File: src/rtl/vend_ctrl.sv
// -----------------------------------------------------------------------------
// vend_ctrl -- vending machine controller.
//
// Accumulates coin credit in half-units, evaluates purchase requests against
// per-product prices and stock counters, dispenses with change, and refunds
// held credit on cancel. Every output is registered.
//
// Ports
//   clk          in   clock, rising edge
//   reset        in   asynchronous, active-high reset
//   coin         in   0 none, 1 half-unit, 2 one unit, 3 cancel
//   sel_valid    in   purchase request this cycle
//   sel          in   requested product index
//   restock      in   refill request
//   restock_id   in   product to refill (ids >= NP are ignored)
//   vend         out  one-cycle dispense pulse
//   vend_id      out  dispensed product (0 when not vending)
//   change       out  refund/change amount, valid with change_valid
//   change_valid out  one-cycle pulse qualifying change
//   nak          out  one-cycle pulse: purchase refused
//   coin_rej     out  one-cycle pulse: coin returned, credit ceiling reached
//   credit       out  current credit
//   empty_mask   out  bit i set when product i has no stock
//   state_dbg    out  FSM state (0 IDLE, 1 HOLD) for observation
//
// Handshake: inputs are sampled on every rising edge; there is no
// back-pressure. Each pulse output is high for exactly the one cycle
// following the edge that produced it.
// -----------------------------------------------------------------------------
module vend_ctrl #(
    parameter int                CW     = 8,
    parameter int                NP     = 4,
    parameter int                SW     = 4,
    parameter logic [NP*CW-1:0]  PRICES = {NP{CW'(3)}},
    parameter int                CMAX   = (1 << CW) - 1,
    localparam int               SELW   = $clog2(NP)
) (
    input  logic            clk,
    input  logic            reset,
    input  logic [1:0]      coin,
    input  logic            sel_valid,
    input  logic [SELW-1:0] sel,
    input  logic            restock,
    input  logic [SELW-1:0] restock_id,
    output logic            vend,
    output logic [SELW-1:0] vend_id,
    output logic [CW-1:0]   change,
    output logic            change_valid,
    output logic            nak,
    output logic            coin_rej,
    output logic [CW-1:0]   credit,
    output logic [NP-1:0]   empty_mask,
    output logic            state_dbg
);

    typedef enum logic {
        IDLE = 1'b0,
        HOLD = 1'b1
    } state_t;

    localparam logic [SW-1:0] SMAX   = {SW{1'b1}};
    localparam logic [CW:0]   CMAX_W = (CW+1)'(CMAX);

    // Registered state and outputs
    state_t          state_q, state_d;
    logic [CW-1:0]   credit_q, credit_d;
    logic [SW-1:0]   stock_q [NP];
    logic [SW-1:0]   stock_d [NP];
    logic            vend_q, vend_d;
    logic [SELW-1:0] vend_id_q, vend_id_d;
    logic [CW-1:0]   change_q, change_d;
    logic            change_valid_q, change_valid_d;
    logic            nak_q, nak_d;
    logic            coin_rej_q, coin_rej_d;
    logic [NP-1:0]   empty_q, empty_d;

    // Combinational helpers
    logic [CW:0]     coin_val;
    logic [CW:0]     credit_sum;
    logic [CW:0]     credit_eff;
    logic            coin_acc;
    logic            cancel;
    logic [SW-1:0]   stock_sel;
    logic [CW-1:0]   price_sel;
    logic            buy_ok;
    logic [CW:0]     change_amt;

    always_comb begin
        coin_val = '0;
        case (coin)
            2'd1:    coin_val = (CW+1)'(1);
            2'd2:    coin_val = (CW+1)'(2);
            default: coin_val = '0;
        endcase
        cancel = (coin == 2'd3);

        // One extra bit keeps the ceiling test free of wrap-around.
        credit_sum = {1'b0, credit_q} + coin_val;
        coin_acc   = (coin_val != '0) && (credit_sum <= CMAX_W);
        credit_eff = coin_acc ? credit_sum : {1'b0, credit_q};

        // An out-of-range sel matches no product, so stock_sel stays 0 and
        // the request is refused like an empty slot.
        stock_sel = '0;
        price_sel = '0;
        for (int i = 0; i < NP; i++) begin
            if (sel == SELW'(i)) begin
                stock_sel = stock_q[i];
                price_sel = PRICES[i*CW +: CW];
            end
        end

        buy_ok     = sel_valid && !cancel && (stock_sel != '0) &&
                     (credit_eff >= {1'b0, price_sel});
        change_amt = credit_eff - {1'b0, price_sel};

        // Defaults: pulses low, credit carries the effective value.
        vend_d         = 1'b0;
        vend_id_d      = '0;
        change_d       = '0;
        change_valid_d = 1'b0;
        nak_d          = sel_valid && !cancel && !buy_ok;
        coin_rej_d     = (coin_val != '0) && !coin_acc;
        credit_d       = credit_eff[CW-1:0];
        for (int i = 0; i < NP; i++) begin
            stock_d[i] = stock_q[i];
        end

        if (cancel) begin
            // Cancel refunds the credit held before this cycle.
            change_d       = credit_q;
            change_valid_d = 1'b1;
            credit_d       = '0;
        end else if (buy_ok) begin
            vend_d         = 1'b1;
            vend_id_d      = sel;
            change_d       = change_amt[CW-1:0];
            change_valid_d = 1'b1;
            credit_d       = '0;
            for (int i = 0; i < NP; i++) begin
                if (sel == SELW'(i)) begin
                    stock_d[i] = stock_q[i] - SW'(1);
                end
            end
        end

        // Restock is applied last so it wins over a same-cycle vend.
        if (restock) begin
            for (int i = 0; i < NP; i++) begin
                if (restock_id == SELW'(i)) begin
                    stock_d[i] = SMAX;
                end
            end
        end

        for (int i = 0; i < NP; i++) begin
            empty_d[i] = (stock_d[i] == '0);
        end

        state_d = (credit_d != '0) ? HOLD : IDLE;
    end

    always_ff @(posedge clk or posedge reset) begin
        if (reset) begin
            state_q        <= IDLE;
            credit_q       <= '0;
            vend_q         <= 1'b0;
            vend_id_q      <= '0;
            change_q       <= '0;
            change_valid_q <= 1'b0;
            nak_q          <= 1'b0;
            coin_rej_q     <= 1'b0;
            empty_q        <= '0;
            for (int i = 0; i < NP; i++) begin
                stock_q[i] <= SMAX;
            end
        end else begin
            state_q        <= state_d;
            credit_q       <= credit_d;
            vend_q         <= vend_d;
            vend_id_q      <= vend_id_d;
            change_q       <= change_d;
            change_valid_q <= change_valid_d;
            nak_q          <= nak_d;
            coin_rej_q     <= coin_rej_d;
            empty_q        <= empty_d;
            for (int i = 0; i < NP; i++) begin
                stock_q[i] <= stock_d[i];
            end
        end
    end

    assign vend         = vend_q;
    assign vend_id      = vend_id_q;
    assign change       = change_q;
    assign change_valid = change_valid_q;
    assign nak          = nak_q;
    assign coin_rej     = coin_rej_q;
    assign credit       = credit_q;
    assign empty_mask   = empty_q;
    assign state_dbg    = state_q;

endmodule

File: config.mk
export PLATFORM = sky130hd
export DESIGN_NAME = vend_ctrl
export DESIGN_NICKNAME = d
export VERILOG_FILES = /design/src/rtl/vend_ctrl.sv
export SDC_FILE = /design/constraint.sdc
export NUM_CORES = 1
export LEC_CHECK = 0
export BUFFER_PORTS_ARGS = -buffer_cell sky130_fd_sc_hd__clkbuf_2
export CORE_MARGIN = 5
export CORE_UTILIZATION = 61
export DETAILED_ROUTE_END_ITERATION = 6
export PLACE_DENSITY = 0.84
export SYNTH_ARGS = -nofsm -noshare
export SYNTH_HDL_FRONTEND = slang
export SYNTH_SLANG_ARGS = --single-unit
File: constraint.sdc
create_clock -name clk -period 9.61 [get_ports clk]
set_clock_uncertainty 0.2 [all_clocks]
set_input_delay 0.4805 -clock clk [delete_from_list [all_inputs] [get_ports clk]]
set_output_delay 0.4805 -clock clk [all_outputs]
set_load 0.01 [all_outputs]
Yosys cells after proc, flatten, opt, wreduce, memory -nomap -nowiden
Index checks and enable logic that the tools add are counted.
Cells by class
  equality and inequality tests: 9
  mux-type cells: 31
  reduce and logical (&&, ||, !) cells: 18
  order comparisons: 2
  add/subtract/negate cells: 6
Operator list (number)
  $mux W8: 7
  $mux W16: 3
  $mux W4: 12
  $logic_not A4 Y1: 4
  $sub A4 B1 Y4 const B: 4
  $eq A2 B2 Y1 const B: 6
  $add A8 B9 Y9: 1
  $ge A9 B8 Y1: 1
  $le A9 B8 Y1 const B: 1
  $mux W9: 1
  $reduce_bool A9 Y1: 1
  $reduce_bool A8 Y1: 1
  $sub A8 B8 Y8: 1
  $eq A2 B1 Y1 const B: 3
  $logic_and A1 B1 Y1: 6
  $mux W2: 3
  $logic_not A2 Y1: 2
  $mux W1: 4
  $pmux W2 S2: 1
  $reduce_bool A4 Y1: 1
  $logic_not A1 Y1: 3
Storage, ports and cells
  input port bits: 10
  flip-flop bits (word level): 43
  output and inout port bits: 27

Logic depth before layout (Yosys ltp)
Gate-level depths: netlist (run 1).
  depth after elaboration: 13
  gate-level depth with buffers: 14
  mapped depth without buffers: 14

Worst setup path before layout (run 1)
OpenSTA, ideal clock, no wires.
  path kind: in2reg
  start: input coin[1]
  end: register empty_q[2], in the netlist empty_mask[2]
  setup time: 111 ps
  stages: 14
  required time: 9299 ps
  path slack: 5927 ps
  arrival time: 3371 ps
  path through: inv_1 > ha_1 > ha_1 > fa_1 > nand4_1 > and2_2 > mux2i_1 > ha_1 > nand2b_1 > a21oi_1 > clkbuf_4 > a211oi_1 > mux2_2 > a2111oi_2
Between the ends
  cells in the longest elaborated chain, start to end: 13
  elaborated cells on any way between the ends: 19
  those cells by class: add/sub: 1; order compare: 2; eq/ne: 3; mux: 6; reduce/logical: 7
Ends and longest elaborated chain
  start, declared: RTL line 40  | input logic [1:0] coin,
  $eq A2 B2 Y1 or $eq A2 B1 Y1 (tied branches): RTL line 90  | case (coin)
  $pmux W2 S2: RTL line 90
  $add A8 B9 Y9: RTL line 98  | credit_sum = {1'b0, credit_q} + coin_val;
  $le A9 B8 Y1: RTL line 99  | coin_acc = (coin_val != '0) && (credit_sum <= CMAX_W);
  $logic_and A1 B1 Y1: RTL line 99
  $mux W9: RTL line 100  | credit_eff = coin_acc ? credit_sum : {1'b0, credit_q};
  $ge A9 B8 Y1: RTL line 114  | (credit_eff >= {1'b0, price_sel});
  $logic_and A1 B1 Y1: RTL line 113  | buy_ok = sel_valid && !cancel && (stock_sel != '0) &&
  $mux W16: RTL line 134  | end else if (buy_ok) begin
  $mux W16 *: RTL line 129  | if (cancel) begin
  $mux W4: RTL line 150  | if (restock_id == SELW'(i)) begin
  $mux W16 *: RTL line 148  | if (restock) begin
  $logic_not A4 Y1 *: RTL line 157  | empty_d[i] = (stock_d[i] == '0);
  named net empty_d[2]: RTL line 75  | logic [NP-1:0] empty_q, empty_d;
  end signal, assigned: RTL line 186  | empty_q <= empty_d;
  end, declared: RTL line 75
The timed path passes the listed nets; every way through them passes the cells marked *.

Worst setup path after layout (run 1)
Same ends and word-level chain as after synthesis.

==> results.cfg, run 1 <==
[synthesis]
synth.top_cells.by_count = dfrtp_1, nand2_1, nor2_1
synth-async-reset-ratio_pct = 100.0
synth.avg_cell_area_sq_um = 9.864
syn-cell-area_sq_um = 2545
ys_top_cells_by_area = dfrtp_1, dfstp_2, ha_1
ys.warnings.count = 0
postSynthCellCount = 258
synth_cell_type_count = 55
synth_seq_cells = 43
synth-main-ff-cell = dfrtp_1
synth_largest_type_area_fraction_pct = 26.55
most_common_cell_in_the_synthesized_netlist = dfrtp_1
yosysSeqAreaShare_pct = 43.07
synth_edf_count = 0
yosys.area.top_type = dfrtp_1

[finish]
fin_nets = 319
final.fill_count = 316
insertedDiodeCount = 0
multi_input_comb_area_sq_um = 1318
area_growth_syn_to_layout_pct = 13.13
regArea_sq_um = 1096
drive_gt1_share_pct = 29.05
final-instance-count-excl-fill = 346

[setup_path]
critPathRequiredTime_ns = 9.60
worstSetupPathType = in -> reg
worst_setup_path_startpoint = coin[1]
crit-reg2reg-launch = credit[0]$_DFF_PP0_
timing.critical_path.arrival_ns = 4.35
peak_fanout_along_the_critical_path = 11
r2r_slack_ns = 5.32
start_kind = input port
setup.worst_path.end_class = register

[detailed_routing]
wl_per_cell_microns = 15.97
drt_first_iter_violations = 196
route.final.wire_length_microns = 5526
remaining_drc_errors = 0
route.vias.total = 2035
drt_pass1_iterations = 4
antenna_left = 0
viasPerCell = 5.882

[pwr]
leakage_nw = 1.343
vdd.ir_drop.worst_v = 0.0001484
p_per_area_nw_per_um2 = 200.9
total_power_mw = 0.5785

[sta]
setup-violations-final = 0
minimum_clock_period_after_layout_ns = 4.356
setup_tns_ns = 0
fmax_ghz = 0.2296
holdWs_ns = 0.07650
fin_ws_ns = 5.254
unrepaired_setup_endpoints_after_global_routing = no
final_hold_viol_count = 0
timing.max_slew.rel_slack_pct = 33.00
tightest_slew_ns = 1.005
final.period_utilization_pct = 45.32
finalMaxSlewViolations = 0

[clocking]
worst_skew_pair.late_latency_ns = 0.30
post_cts.repair.setup_buffers = 0
post_cts_resize_count = 0
clock_tree.htree_level_count = 2
clock_tree_sinks = 43
tritoncts.num_buffers = 5
cts_hold_repair.buffers = 0
cts-root-to-sink-buffers = 2
cts_tree = yes
clk_pin_slew_worst_paths_ns = 0.08
cts_root_buffer_type = clkbuf_8

[place]
placement.setup.worst_slack_ns = 4.992
place.detailed.hpwl_microns = 4154
place_inst = 338
gp_routability_congestion = 0.9711
port_buffers = 36

[die]
floorplan.core_area_sq_um = 4029
floorplan.initialDensity_pct = 63.17
die_h_microns = 74.59
die_area_sq_um = 5564
die_x_microns = 74.59
io_pins = 37
fp-row-count = 23

[grt]
met3_usage_in_global_routing_pct = 3.919
grt_first_pass_wirelength_microns = 9128
globalRouteTotalUtil_pct = 21.74
grt_util_met1_pct = 29.10
groute.layer.met2.usage_pct = 34.44
grt_start_max_net_pins = 44
grt-busiest-layer = met2
first_global_vias = 1975
grt_remaining_overflow = 0
antenna_found_initial = 0

[run_status]
run_status = finished, final reports clean

[min_path]
hold_class = in -> async

[run]
maxCapViolCount = 0
[through the flow]
step                util, %  instance area (sq um)
global placement      68.07                   2743
finish                71.46                   2879
CTS                   71.46                   2879
detailed placement    68.07                   2743
floorplan                 -                   2549
global route          71.46                   2879
[power breakdown]
group / switching [mW] / internal, mW / leakage [nW]
sequential: 0.0208 / 0.220 / 0.535
clock: 0.0637 / 0.104 / 0.0644
combinational: 0.101 / 0.0695 / 0.744
total: 0.185 / 0.393 / 1.34
[kinds of logic (layout without fill, tap and decap cells)]
logic type               after synthesis  after routing  share of synthesized area, %
multiplexers                          11             11                         4.474
other                                  2              3                        0.2951
flip-flops                            43             43                         43.07
buffers and inverters                 29             66                         5.309
XOR/XNOR                              11             11                         3.786
AND/OR/NAND/NOR                      102            102                         21.29
adder cells (fa/ha/maj)               14             14                         7.473
AO/OA/AOI/OAI                         46             46                         14.31
[metal layers]
layer / vias up / routed length, microns
met5: - / 0
met4: 0 / 147
met3: 17 / 366
met2: 78 / 2624
met1: 980 / 2388
li1: 960 / -
[area by class of cell]
class	count	share of cell area, %
Clock buffer	5	2.390
Clock inverter	3	2.347
Inverter	21	2.738
Multi-Input combinational cell	187	45.76
Sequential cell	43	38.07
Tap cell	50	2.173
Timing Repair Buffer	37	6.519
[placed cells by master (no fill, tap or decap), drive strengths merged, types with 2 or more instances in the layout]
cell	n
mux2	3
nand4	5
nor2b	4
and3	3
dfrtp	27
nor4	3
and3b	2
and2	6
nor2	23
a21o	5
xnor2	10
ha	12
o2111a	2
a2111oi	4
a31oi	2
nor3	2
or4	4
bufinv	2
and4	2
a211oi	4
clkbuf	41
inv	21
mux2i	8
nand2b	5
a21oi	9
nand3b	2
or2	6
nand4b	2
fa	2
nand2	25
nand3	5
o21ai	12
dfstp	16
nor3b	2
conb	3
[flip-flops by register name, summed over array words and instances, names as in the netlist]
signal and flops:
stock_q 16, change 8, credit 8, empty_mask 4
vend_id 2, change_valid 1, coin_rej 1, nak 1
state_dbg 1, vend 1
[critical path, cell delays in order]
cell and delay (ns):
clkbuf_2 0.11, inv_1 0.05, ha_1 0.19, ha_1 0.23
fa_1 0.47, nand4_1 0.14, and2_2 0.18, mux2i_1 0.29
ha_1 0.29, nand2b_1 0.14, a21oi_1 0.79, a211oi_1 0.34
mux2_2 0.37, a2111oi_2 0.27
[path summary, 6_finish.rpt]
kind	to	cells past startpoint
worst max-delay path	empty_mask[2]$_DFF_PP0_	14
worst min-delay path	vend_id[1]$_DFF_PP0_	3
worst max register to register	empty_mask[2]$_DFF_PP0_	11
worst min register to register	stock_q[7]$_DFF_PP1_	1
max in group asynchronous	stock_q[6]$_DFF_PP1_	3
min in group clk	nak$_DFF_PP0_	3
Power figures use the tool's default switching activity.
==> run 2, diff against run 1 <==
--- a/config.mk
+++ b/config.mk
@@ -5,11 +5,12 @@
 export SDC_FILE = /design/constraint.sdc
 export NUM_CORES = 1
 export LEC_CHECK = 0
+export ABC_AREA = 1
 export BUFFER_PORTS_ARGS = -buffer_cell sky130_fd_sc_hd__clkbuf_2
 export CORE_MARGIN = 5
-export CORE_UTILIZATION = 61
+export CORE_UTILIZATION = 52
 export DETAILED_ROUTE_END_ITERATION = 6
-export PLACE_DENSITY = 0.84
+export PLACE_DENSITY = 0.76
 export SYNTH_ARGS = -nofsm -noshare
 export SYNTH_HDL_FRONTEND = slang
 export SYNTH_SLANG_ARGS = --single-unit
==> constraint.sdc (replaced) <==
create_clock -name clk -period 3.9 [get_ports clk]
set_clock_uncertainty 0.2 [all_clocks]
set_input_delay 0.195 -clock clk [delete_from_list [all_inputs] [get_ports clk]]
set_output_delay 0.195 -clock clk [all_outputs]
set_load 0.01 [all_outputs]
==> run 2 against run 1 <==
Via count rose by 16%. Sequential power increased to 2.8 times the previous value. Final cell count rose by 36%. Cell area increased by 10%. Die area increased by 25%. Combinational power grew to 3.6 times the previous value. Largest cell class unchanged.
==> results.cfg, run 2 <==
[pwr]
vdd.ir_drop.worst_v = 0.0002604
total_power_mw = 1.602
leakage_nw = 1.721
p_per_area_nw_per_um2 = 504.7

[clocking]
clock_tree.htree_level_count = 2
cts_root_buffer_type = clkbuf_8
cts_tree = yes
post_cts.repair.setup_buffers = 0
clk_pin_slew_worst_paths_ns = 0.08
cts-root-to-sink-buffers = 2
tritoncts.num_buffers = 5
clock_tree_sinks = 43
worst_skew_pair.late_latency_ns = 0.30

[setup_path]
crit-reg2reg-launch = credit[0]$_DFF_PP0_
critPathRequiredTime_ns = 3.93
timing.critical_path.arrival_ns = 3.60
worstSetupPathType = reg -> reg
cpMostUsedCell = nand2_1
peak_fanout_along_the_critical_path = 14
r2r_cells = 20
start_kind = register
path_cells = ha_2 > fa_1 > nand2_1 > nor2_2 > nand2_4 > nand2_4 > nand2_1 > nand2_1 > ha_1 > a21o_1 > nor2_2 > nand3_2 > nor2_4 > nand3_4 > buf_4 > nand3_1 > nor2_1 > nor2_1 > nand2_1 > nor2_1
setup.worst_path.end_class = register
worst_setup_path_startpoint = credit[0]$_DFF_PP0_
critical_path.max_stage_delay_ns = 0.43
critical-path-slowest-cell = dfrtp_1

[die]
floorplan.initialDensity_pct = 54.16
floorplan.core_area_sq_um = 5172
die_x_microns = 83.40
io_pins = 37
fp-row-count = 26
die_h_microns = 83.40
die_area_sq_um = 6956

[detailed_routing]
route.vias.total = 2353
drt_pass1_iterations = 4
drt_first_iter_violations = 108
antenna_left = 0
viasPerCell = 4.985
wl_per_cell_microns = 12.81
route.final.wire_length_microns = 6048
remaining_drc_errors = 0

[grt]
grt_first_pass_wirelength_microns = 10320
first_global_vias = 2346
antenna_found_initial = 0
globalRouteTotalUtil_pct = 18.06
grt_remaining_overflow = 0
grt_start_max_net_pins = 44

[run]
maxCapViolCount = 0

[place]
port_buffers = 36
place_inst = 460
gp_routability_congestion = 0.9143
place.detailed.hpwl_microns = 4635

[synthesis]
most_common_cell_in_the_synthesized_netlist = nand2_1
postSynthCellCount = 357
synth_cell_type_count = 36
synth-async-reset-ratio_pct = 100.0
synth-main-ff-cell = dfrtp_1
synth_seq_cells = 43
syn-cell-area_sq_um = 2801
yosysSeqAreaShare_pct = 39.12
synth_largest_type_area_fraction_pct = 24.12
ys.warnings.count = 0
synth.avg_cell_area_sq_um = 7.847
synth.top_cells.by_count = nand2_1, inv_1, nor2_1
yosys.area.top_type = dfrtp_1
synth_edf_count = 0
ys_top_cells_by_area = dfrtp_1, dfstp_2, nand2_1

[sta]
fmax_ghz = 0.2803
setup-violations-final = 0
timing.max_slew.rel_slack_pct = 56.23
final_hold_viol_count = 0
setup_tns_ns = 0
tightest_slew_ns = 0.6558
finalMaxSlewViolations = 0
final.period_utilization_pct = 91.47
minimum_clock_period_after_layout_ns = 3.567

[finish]
post-route-util_pct = 61.37
final-instance-count-excl-fill = 472
insertedDiodeCount = 0
max_reg_flops = 16
area_growth_syn_to_layout_pct = 13.31
most_common_cell_after_layout_fill_and_taps_aside = nand2_1
drive_gt1_share_pct = 23.88
max_flop_register = stock_q
commonest_cells_after_routing_fill_and_taps_aside = nand2_1, inv_1, clkbuf_2, nor2_1, dfrtp_1
fin_nets = 425
final.fill_count = 450

[run_status]
run_status = finished, final reports clean

[min_path]
hold_class = in -> reg
hold-path-cell-count = 3
hp-start = sel[0]
-- run 2: cell families (layout without fill, tap and decap cells) --
group	after synthesis	count (layout)	synth area share, %
simple gates	180	180	31.09
fa+ha+maj	14	14	6.789
flops	43	43	39.12
xor+xnor	14	14	4.377
buf+inv	74	118	11.84
compound gates	30	30	6.521
other cells	2	3	0.2681
-- run 2: final timing paths --
| kind | endpoint | slack, ns |
|---|---|---|
| min in group asynchronous | change[6]$_DFF_PP0_ | 0.35 |
| max in group asynchronous | stock_q[0]$_DFF_PP1_ | 2.77 |
| min reg2reg | stock_q[8]$_DFF_PP1_ | 0.33 |
| max | empty_mask[1]$_DFF_PP0_ | 0.33 |
| max reg2reg | empty_mask[1]$_DFF_PP0_ | 0.33 |
| min | vend_id[0]$_DFF_PP0_ | 0.02 |
-- run 2: metrics by stage --
stage / hold slack (ns) / instance area [sq um] / worst slack [ns]
after floorplan: 0.1405 / 2805 / 0.3805
after global placement: 0.1382 / 3018 / 0.2999
after detailed placement: 0.1394 / 3018 / 0.1758
after CTS: 0.01249 / 3158 / 0.2238
after global routing: 0.02594 / 3174 / -0.01463
final: 0.02344 / 3174 / 0.3326
-- run 2: report_power, final --
group	internal [mW]	switching [mW]	leakage (nW)	total [mW]
logic	0.236	0.381	1.14	0.617
registers	0.592	0.0829	0.530	0.675
clock network	0.162	0.148	0.0515	0.310
-- run 2: cell type report --
type                            instances  area (sq um)  area share, %
Multi-Input combinational cell        241          1394          43.91
Sequential cell                        43          1096          34.53
Clock buffer                            8         100.1          3.153
Inverter                               67         254.0          8.002
Timing Repair Buffer                   43         242.7          7.647
Tap cell                               70         87.58          2.759
-- run 2: critical path, delay by kind of cell, from the launching register on --
kind            cells  cell delay (ns)
compound gates      1             0.19
fa+ha+maj           3             0.95
buf+inv             1             0.21
flops               1             0.43
simple gates       15             1.54
-- run 2: layer usage --
metal	up-vias	GRT usage, %	part of all wire, %
li1	1197	-	-
met1	1098	23.22	46
met2	52	29.37	49
met3	6	4.356	4.8
met4	0	6.835	1.1
met5	-	0	0
-- run 2: timing repair --
item	CTS	global route
gates resized for setup	0	4
endpoints found under the setup margin	0	15
hold endpoints to repair	30	0
hold buffers	4	0
==> run 3, diff against run 2 <==
==> config.mk (replaced) <==
export PLATFORM = sky130hd
export DESIGN_NAME = vend_ctrl
export DESIGN_NICKNAME = d
export VERILOG_FILES = /design/src/rtl/vend_ctrl.sv
export SDC_FILE = /design/constraint.sdc
export NUM_CORES = 1
export LEC_CHECK = 0
export BUFFER_PORTS_ARGS = -buffer_cell sky130_fd_sc_hd__clkbuf_2
export CORE_MARGIN = 5
export CORE_UTILIZATION = 51
export DETAILED_ROUTE_END_ITERATION = 6
export GPL_TIMING_DRIVEN = 0
export PLACE_DENSITY = 0.75
export REMOVE_ABC_BUFFERS = 1
export SYNTH_ARGS = -nofsm -noshare
export SYNTH_HDL_FRONTEND = slang
export SYNTH_SLANG_ARGS = --single-unit
==> run 3 against run 2 <==
Clock power grew 11%. Hold slack lost 0.013 ns. Combinational power shrank 28%. Non-clock buffer count shrank 3. Total power shrank 14%. Sequential cell count is the same. Largest power group unchanged.
==> results.cfg, run 3 (synthesized netlist as in run 1, its figures left out) <==
[sta]
holdWs_ns = 0.01038
final.period_utilization_pct = 94.37
fmax_ghz = 0.2717
timing.max_slew.rel_slack_pct = 42.17
tightest_slew_ns = 0.8663
final_hold_viol_count = 0
finalMaxSlewViolations = 0
setup-violations-final = 0
setup_tns_ns = 0
minimum_clock_period_after_layout_ns = 3.680

[grt]
globalRouteTotalUtil_pct = 17.18
grt_remaining_overflow = 0
grt_first_pass_wirelength_microns = 8749
grt_start_max_net_pins = 44
grt_util_met1_pct = 24.24
groute.layer.met2.usage_pct = 26.57
antenna_found_initial = 0
grt-busiest-layer = met2
met3_usage_in_global_routing_pct = 2.691
first_global_vias = 1872

[die]
die_x_microns = 80.64
floorplan.initialDensity_pct = 53.18
die_h_microns = 80.64
io_pins = 37
die_area_sq_um = 6503
floorplan.core_area_sq_um = 4786
fp-row-count = 25

[detailed_routing]
route.final.wire_length_microns = 5052
viasPerCell = 5.342
drt_pass1_iterations = 4
wl_per_cell_microns = 13.80
remaining_drc_errors = 0
route.vias.total = 1955
drt_first_iter_violations = 102
antenna_left = 0

[clocking]
clock_tree.htree_level_count = 2
cts_root_buffer_type = clkbuf_8
cts_tree = yes
clk_pin_slew_worst_paths_ns = 0.08
clock_tree_sinks = 43
cts-root-to-sink-buffers = 2
worst_skew_pair.late_latency_ns = 0.30
tritoncts.num_buffers = 5

[pwr]
power_frac_clock_pct = 24.9
power_frac_seq_pct = 42.8
logic_pwr_share_pct = 32.3
p_per_area_nw_per_um2 = 471.9
switching_share_pct = 33.00
vdd.ir_drop.worst_v = 0.0002450
total_power_mw = 1.376
power_report.internal_total_mw = 0.9221
total_switching_power_mw = 0.4542
leakage_nw = 1.345

[setup_path]
r2r_cells = 11
worstSetupPathType = reg -> reg
crit-reg2reg-launch = credit[0]$_DFF_PP0_
peak_fanout_along_the_critical_path = 10
worstSetupEndpoint = empty_mask[3]$_DFF_PP0_
timing.critical_path.arrival_ns = 3.67
worst_setup_path_startpoint = credit[0]$_DFF_PP0_
setup.worst_path.end_class = register
start_kind = register
r2r_slack_ns = 0.22
critPathRequiredTime_ns = 3.89
r2r-end = empty_mask[3]$_DFF_PP0_

[finish]
commonest_cells_after_routing_fill_and_taps_aside = clkbuf_2, dfrtp_1, nand2_1, nor2_1, inv_1
most_common_cell_after_layout_fill_and_taps_aside = clkbuf_2
insertedDiodeCount = 0
drive_gt1_share_pct = 29.77
area_growth_syn_to_layout_pct = 14.60
fin_nets = 322
max_reg_flops = 16
max_flop_register = stock_q

[place]
port_buffers = 36
gp_routability_congestion = 0.7770
place.detailed.hpwl_microns = 3577

[min_path]
hold_class = in -> reg
hp-start = restock

[run_status]
run_status = finished, final reports clean

[run]
maxCapViolCount = 0
## run 3: changes by cell type in the layout (fill, tap and decap cells not counted), moves of 6 or more
cell	previous run	this run
inv_1	64	19
mux2i_1	0	8
nand2_1	88	25
nand3_1	19	5
nor2_2	11	0
nor3_1	9	2
o22ai_1	6	0
or2_2	0	6
xnor2_1	4	10
xor2_1	10	1
## run 3: routing by layer
layer	vias to the layer above	wire, microns
li1	968	-
met1	932	2392
met2	49	2353
met3	6	257
met4	0	49
met5	-	0
## run 3: stage by stage
step / setup WS (ns) / area (sq um) / cells / util (%)
2_1_floorplan: 0.07141 / 2492 / 251 / -
3_3_place_gp: -0.5317 / 2756 / 354 / 57.59
3_5_place_dp: -0.5021 / 2756 / 354 / 57.59
4_1_cts: 0.07712 / 2894 / 364 / 60.47
5_1_grt: -0.01325 / 2917 / 366 / 60.94
6_report: 0.2196 / 2917 / 366 / 60.94
## run 3: what timing repair did
item | 4_1_cts | 5_1_grt
endpoints found under the setup margin | 32 | 13
pin swaps | 0 | 1
hold endpoints to repair | 28 | 0
hold buffers | 2 | 0
setup buffers | 0 | 2
gates resized for setup | 2 | 2
## run 3: area by class of cell
| class | count | area [sq um] |
|---|---|---|
| tap | 67 | 83.83 |
| inverter | 21 | 78.83 |
| fill | 417 | 1869 |
| clock buffer | 7 | 76.32 |
| sequential | 43 | 1096 |
| timing repair buffer | 40 | 215.2 |
| clock inverter | 1 | 30.03 |
| multi-input combinational | 187 | 1336 |
## run 3: critical path, cell delays in order (launching register included)
cell	delay (ns)
dfrtp_1	0.42
ha_1	0.25
fa_1	0.47
nand4_1	0.17
and2_2	0.19
mux2i_1	0.29
inv_1	0.13
ha_1	0.36
a21oi_4	0.32
a211oi_1	0.18
mux2_2	0.31
a2111oi_2	0.28
## run 3: power by group through the flow
stage | registers, mW | logic [mW] | clock network, mW
6_report | 0.588 | 0.445 | 0.343
5_1_grt | 0.602 | 0.508 | 0.368
4_1_cts | 0.589 | 0.426 | 0.350
3_5_place_dp | 0.597 | 0.410 | 0
3_3_place_gp | 0.594 | 0.401 | 0
2_1_floorplan | 0.610 | 0.277 | 0
## run 3: worst min path at each step
stage	endpoint	slack (ns)	depth (start not counted)
3_3_place_gp	nak$_DFF_PP0_	0.24	3
5_1_grt	stock_q[4]$_DFF_PP1_	0.02	3
6_report	stock_q[4]$_DFF_PP1_	0.01	3
4_1_cts	stock_q[4]$_DFF_PP1_	0.006	3
2_1_floorplan	vend_id[0]$_DFF_PP0_	0.12	1
3_5_place_dp	vend_id[1]$_DFF_PP0_	0.22	2
